--- config.mk ---
export PLATFORM = sky130hd
export DESIGN_NAME = aes_128_inv_mixcol
export DESIGN_NICKNAME = d
export VERILOG_FILES = /design/src/rtl/aes_128_inv_mixcol.sv
export SDC_FILE = /design/constraint.sdc
export NUM_CORES = 1
export LEC_CHECK = 0
export CAP_MARGIN = 20
export CORE_UTILIZATION = 45
export DETAILED_ROUTE_END_ITERATION = 8
export MAX_ROUTING_LAYER = met4
export PLACE_DENSITY = 0.71
export SYNTH_ARGS = -nofsm -noshare
export SYNTH_HDL_FRONTEND = slang
export SYNTH_SLANG_ARGS = --single-unit
--- constraint.sdc ---
create_clock -name clk -period 6.1 [get_ports clk]
set_input_delay 0.61 -clock clk [delete_from_list [all_inputs] [get_ports clk]]
set_output_delay 0.61 -clock clk [all_outputs]
set_load 0.1 [all_outputs]
--- src/rtl/aes_128_inv_mixcol.sv ---
// ============================================================================
// Module  : aes_128_inv_mixcol
// Brief   : Column-serial AES InvMixColumns engine, COL_PER_CYC columns/clock.
//           Optional pass-through port enabled by AES_INV_MIXCOL_BYPASS_EN.
// Revision: 1.0 - initial release
// ============================================================================
`default_nettype none

module aes_128_inv_mixcol #(
   parameter int COL_PER_CYC = 1
) (
   input  logic         clk,
   input  logic         rst,
   input  logic         en,
`ifdef AES_INV_MIXCOL_BYPASS_EN
   input  logic         bypass,
`endif
   input  logic [127:0] in_data,
   output logic [127:0] out_data,
   output logic         busy,
   output logic         done
);

   localparam int N     = (COL_PER_CYC > 0) ? (4 / COL_PER_CYC) : 1;
   localparam int CNT_W = (N > 1) ? $clog2(N) : 1;
   localparam logic [CNT_W-1:0] C_LAST = CNT_W'(N - 1);

   generate
      if (COL_PER_CYC != 1 && COL_PER_CYC != 2 && COL_PER_CYC != 4) begin : g_bad_col_per_cyc
         $error("aes_128_inv_mixcol: COL_PER_CYC must be 1, 2 or 4");
      end
   endgenerate

   typedef enum logic [0:0] {
      S_IDLE = 1'b0,
      S_RUN  = 1'b1
   } state_t;

   function automatic logic [7:0] xtime(input logic [7:0] b);
      return {b[6:0], 1'b0} ^ (b[7] ? 8'h1b : 8'h00);
   endfunction

   // Each output byte combines the 09/0b/0d/0e multiples built from x2, x4, x8.
   function automatic logic [31:0] inv_mix_col(input logic [31:0] col);
      logic [7:0] a  [4];
      logic [7:0] m9 [4];
      logic [7:0] mb [4];
      logic [7:0] md [4];
      logic [7:0] me [4];
      logic [7:0] x2, x4, x8;
      for (int i = 0; i < 4; i++) begin
         a[i]  = col[31-8*i -: 8];
         x2    = xtime(a[i]);
         x4    = xtime(x2);
         x8    = xtime(x4);
         m9[i] = x8 ^ a[i];
         mb[i] = x8 ^ x2 ^ a[i];
         md[i] = x8 ^ x4 ^ a[i];
         me[i] = x8 ^ x4 ^ x2;
      end
      return {me[0] ^ mb[1] ^ md[2] ^ m9[3],
              m9[0] ^ me[1] ^ mb[2] ^ md[3],
              md[0] ^ m9[1] ^ me[2] ^ mb[3],
              mb[0] ^ md[1] ^ m9[2] ^ me[3]};
   endfunction

   state_t             state_q, state_d;
   logic [CNT_W-1:0]   cnt_q, cnt_d;
   logic [127:0]       work_q, work_d;
   logic [127:0]       out_data_q, out_data_d;
   logic               done_q, done_d;
   logic               xform_en;
   logic [31:0]        col_inv [4];

`ifdef AES_INV_MIXCOL_BYPASS_EN
   logic               bypass_q, bypass_d;
   assign xform_en = ~bypass_q;
`else
   assign xform_en = 1'b1;
`endif

   generate
      for (genvar c = 0; c < 4; c++) begin : g_col
         assign col_inv[c] = inv_mix_col(work_q[127-32*c -: 32]);
      end
   endgenerate

   always_comb begin
      state_d    = state_q;
      cnt_d      = cnt_q;
      work_d     = work_q;
      out_data_d = out_data_q;
      done_d     = 1'b0;
`ifdef AES_INV_MIXCOL_BYPASS_EN
      bypass_d   = bypass_q;
`endif
      case (state_q)
         S_IDLE: begin
            if (en) begin
               work_d  = in_data;
               cnt_d   = '0;
               state_d = S_RUN;
`ifdef AES_INV_MIXCOL_BYPASS_EN
               bypass_d = bypass;
`endif
            end
         end
         S_RUN: begin
            for (int c = 0; c < 4; c++) begin
               if (xform_en && ((c / COL_PER_CYC) == int'(cnt_q))) begin
                  work_d[127-32*c -: 32] = col_inv[c];
               end
            end
            cnt_d = cnt_q + CNT_W'(1);
            // Final group lands straight in out_data so the result is visible with done.
            if (cnt_q == C_LAST) begin
               out_data_d = work_d;
               done_d     = 1'b1;
               cnt_d      = '0;
               state_d    = S_IDLE;
            end
         end
         default: state_d = S_IDLE;
      endcase
   end

   always_ff @(posedge clk) begin
      if (rst) begin
         state_q    <= S_IDLE;
         cnt_q      <= '0;
         work_q     <= '0;
         out_data_q <= '0;
         done_q     <= 1'b0;
`ifdef AES_INV_MIXCOL_BYPASS_EN
         bypass_q   <= 1'b0;
`endif
      end else begin
         state_q    <= state_d;
         cnt_q      <= cnt_d;
         work_q     <= work_d;
         out_data_q <= out_data_d;
         done_q     <= done_d;
`ifdef AES_INV_MIXCOL_BYPASS_EN
         bypass_q   <= bypass_d;
`endif
      end
   end

   assign out_data = out_data_q;
   assign busy     = (state_q == S_RUN);
   assign done     = done_q;

endmodule

`default_nettype wire
==> impl_results.md <==
* Run status: completed
* Top cells by count, synth: sky130_fd_sc_hd__xnor2_1, sky130_fd_sc_hd__a211oi_1, sky130_fd_sc_hd__dfxtp_1, sky130_fd_sc_hd__clkbuf_1, sky130_fd_sc_hd__xor2_1
* Mapped Area at 20,300 sq um
* Antenna violations before repair at 1
* Post-Route Hold Slack at 0.438 ns
* Biggest area consumer among synthesized cells: sky130_fd_sc_hd__dfxtp_1
* Part of the cycle the worst path needs at 0.518
* Cell-internal power at 7.99 mW
* Total of buffers placed on input and output ports at 260
* WP data required at 5.49 ns
* Number of global-route vias before repair at 15,100
* Sequential area share after synthesis at 0.256
* Maximum fanout along the worst path at 48
* Global-route total usage across every layer at 0.261
* Number of distinct standard cells referenced by the synthesized netlist at 43
* Total vias in the final route at 15,100
* Post-route core utilization at 0.540
* Die X at 214 microns
* Gate count after technology mapping at 2,056
* Yosys synthesis warning count at 0
* Post-CTS setup buffer count at 0
* Global-route wire length before repair at 91.9 mm
* Pwr per Cell Area at 582 nW/um^2
* Initial Util at 0.458
* Post-Synth Adder-Cell Area at 0.00247
* Share of the synthesized area in the top cell type at 0.256
* First-pass DRT Iterations at 7
* Count of non-filler cells in the finished layout at 2,764
* RSZ-0062 raised after global routing: no
* Post-CTS resize count at 0
* Compound-Gate Fraction of Synth Area at 0.135
* Crit path buf inv count at 1
* FMAX at 316 MHz
* Relative contribution of sequential cells to total power at 0.167
* Post-synthesis mux area share at 0.0521
* Post-synthesis register bit count at 260
* Final critical path time including I/O delays and setup at 3.16 ns
* Switching part of the total at 0.426
* Cells traversed along the worst timing path: clkdlybuf4s50_1
* Worst setup SP type: flop
* Combinational family with the most area after synthesis: XOR/XNOR gates
* FFs w/ async S/R, synth at 0
* Placer's final routability congestion estimate at 1.01
* Remaining global-route overflow at 0
* Maximum root-to-sink buffer count at 3
* Setup Total Neg Slack at 0 ns
* Core area at 44,300 sq um
* DP Wirelength at 43.8 mm
* Layout cell share with drive strength beyond 1 at 0.0438
* CP delay by family, top: buffers and inverters
* Crit-path max cell delay at 1.29 ns
* Type of destination of the critical path: output port
* Leading cell types by total area after synthesis: sky130_fd_sc_hd__dfxtp_1, sky130_fd_sc_hd__xnor2_1, sky130_fd_sc_hd__xnor3_1
* Leakage power at 8.90 nW
* Normalized max-slew margin at 0.216
* Transition time of the tightest slew-check pin at 1.17 ns
* Post-DR vias/cell at 5.45
* Post-CTS clock slew at the launch and capture registers of the worst setup and hold paths at 0.06 ns
* Sw Pwr at 5.94 mW
* Final Hold Viols at 0
* CTS tree: done
* Kind of critical path: reg2out
* Area share of xor/xnor cells in the synthesized design at 0.432
* Site row count at 77
* Worst ir drop on vdd at 410 uV
* Root cell of the clock tree: sky130_fd_sc_hd__clkbuf_16
* Per-cell routed wire length at 21.2 microns
* WL final at 58.5 mm
* Most numerous cell in the Yosys netlist: sky130_fd_sc_hd__xnor2_1
* Combinational share of power at 0.699
* First DRT Iteration DRCs at 902
* Total number of clock tree sinks at 260
* Simple-gate portion of the synthesized area at 0.0742
* Cts hold-fix bufs at 0
* Final setup violating endpoints at 0
* Post-synth EDFFs at 0
* Antenna-violating nets left at 0
* Num ports at 261
* Slowest stage cell on the critical path: sky130_fd_sc_hd__clkdlybuf4s50_1
* Post-Synthesis Mean Instance Area at 9.87 sq um
* Total die area at 46,000 sq um
* Final Slew Violations at 0
* Worst setup timing slack at the placement stage at 3.04 ns
* Setup WS post-layout at 2.94 ns
* Height of the chip at 214 microns
* Clock H-tree levels at 1
* Area added between synthesis and finish at 17.8%
* CP arrival at 2.55 ns
* Nets in the synthesized netlist at 2,191
* Number of remaining DRC errors at 0
* Type of the tightest min-delay check: reg2reg
* Dominant synthesized flop cell: sky130_fd_sc_hd__dfxtp_1
* Maximum number of pins on one net before global-route repair at 116
* Count of maximum capacitance violations at 0
* Clock buffers created by TritonCTS at 31
* Clk pwr share at 0.134
* Setup clock skew after layout at 0.0105 ns
* Nets@finish at 2,284
* Later-pin clock latency in the skew report at 0.58 ns
* Post-Place Cells at 2,707
## power groups by stage
| stage | logic (mW) | clock network, mW | registers (mW) |
|---|---|---|---|
| after floorplan | 8.06 | 0 | 1.96 |
| after global placement | 9.64 | 0 | 2.36 |
| after detailed placement | 9.67 | 0 | 2.36 |
| after CTS | 9.77 | 1.92 | 2.33 |
| after global routing | 10.4 | 1.99 | 2.36 |
| final | 9.73 | 1.87 | 2.33 |
## worst paths after layout
kind / from / endpoint / slack (ns) / cells past startpoint
max: busy / busy / 2.94 / 1
min: out_data[29] / out_data[29] / 0.44 / 2
max reg2reg: cnt_q[0] / out_data[83] / 3.06 / 7
min reg2reg: out_data[29] / out_data[29] / 0.44 / 2
## per-layer routing
layer | up-vias | track usage | wire length (microns)
met4 | 0 | 0.0581 | 1150
li1 | 7227 | - | -
met1 | 7323 | 0.357 | 27300
met2 | 436 | 0.411 | 27000
met5 | - | - | 0
met3 | 69 | 0.0335 | 3130
## sequential cells by signal, summed over array words and instances, names as in the netlist
name      flops
out_data    128
work_q      128
cnt_q         2
busy          1
done          1
## stage by stage
stage / area, sq um / total power, mW
final: 23900 / 13.9
after detailed placement: 22900 / 12.0
after global routing: 23900 / 14.8
after floorplan: 20300 / 10.0
after global placement: 22900 / 12.0
after CTS: 23900 / 14.0
## cells in the final DEF, fill, tap and decap left out, types with 5 or more instances in the layout
cell type / n
sky130_fd_sc_hd__a311oi_1: 14
sky130_fd_sc_hd__a21oi_1: 40
sky130_fd_sc_hd__clkbuf_16: 31
sky130_fd_sc_hd__xor3_1: 26
sky130_fd_sc_hd__a211oi_1: 279
sky130_fd_sc_hd__inv_1: 8
sky130_fd_sc_hd__clkbuf_1: 5
sky130_fd_sc_hd__clkdlybuf4s50_1: 258
sky130_fd_sc_hd__xnor2_2: 11
sky130_fd_sc_hd__a22oi_1: 14
sky130_fd_sc_hd__nor2b_1: 97
sky130_fd_sc_hd__mux2i_1: 100
sky130_fd_sc_hd__xnor3_1: 115
sky130_fd_sc_hd__o21ai_0: 9
sky130_fd_sc_hd__nand2_1: 82
sky130_fd_sc_hd__nor2_1: 129
sky130_fd_sc_hd__dfxtp_1: 259
sky130_fd_sc_hd__a2111oi_0: 5
sky130_fd_sc_hd__xnor2_1: 470
sky130_fd_sc_hd__xor2_1: 133
sky130_fd_sc_hd__mux2_2: 5
sky130_fd_sc_hd__a221oi_1: 5
sky130_fd_sc_hd__clkbuf_8: 10
sky130_fd_sc_hd__buf_4: 13
## kinds of logic (layout without fill, tap and decap cells)
family / Yosys count / after routing
xor+xnor: 760 / 760
compound gates: 377 / 377
simple gates: 325 / 325
flops: 260 / 260
buf+inv: 225 / 340
mux: 105 / 105
fa+ha+maj: 4 / 4
other cells: 0 / 1
## area by class of cell
| cell class | instances | area (sq um) |
|---|---|---|
| Fill cell | 3975 | 20400 |
| Multi-Input combinational cell | 1571 | 14100 |
| Sequential cell | 260 | 5210 |
| Timing Repair Buffer | 275 | 2750 |
| Clock buffer | 45 | 918 |
| Tap cell | 592 | 741 |
| Clock inverter | 10 | 114 |
| Inverter | 10 | 37.5 |
| Antenna cell | 1 | 2.50 |
Power figures use the tool's default switching activity.
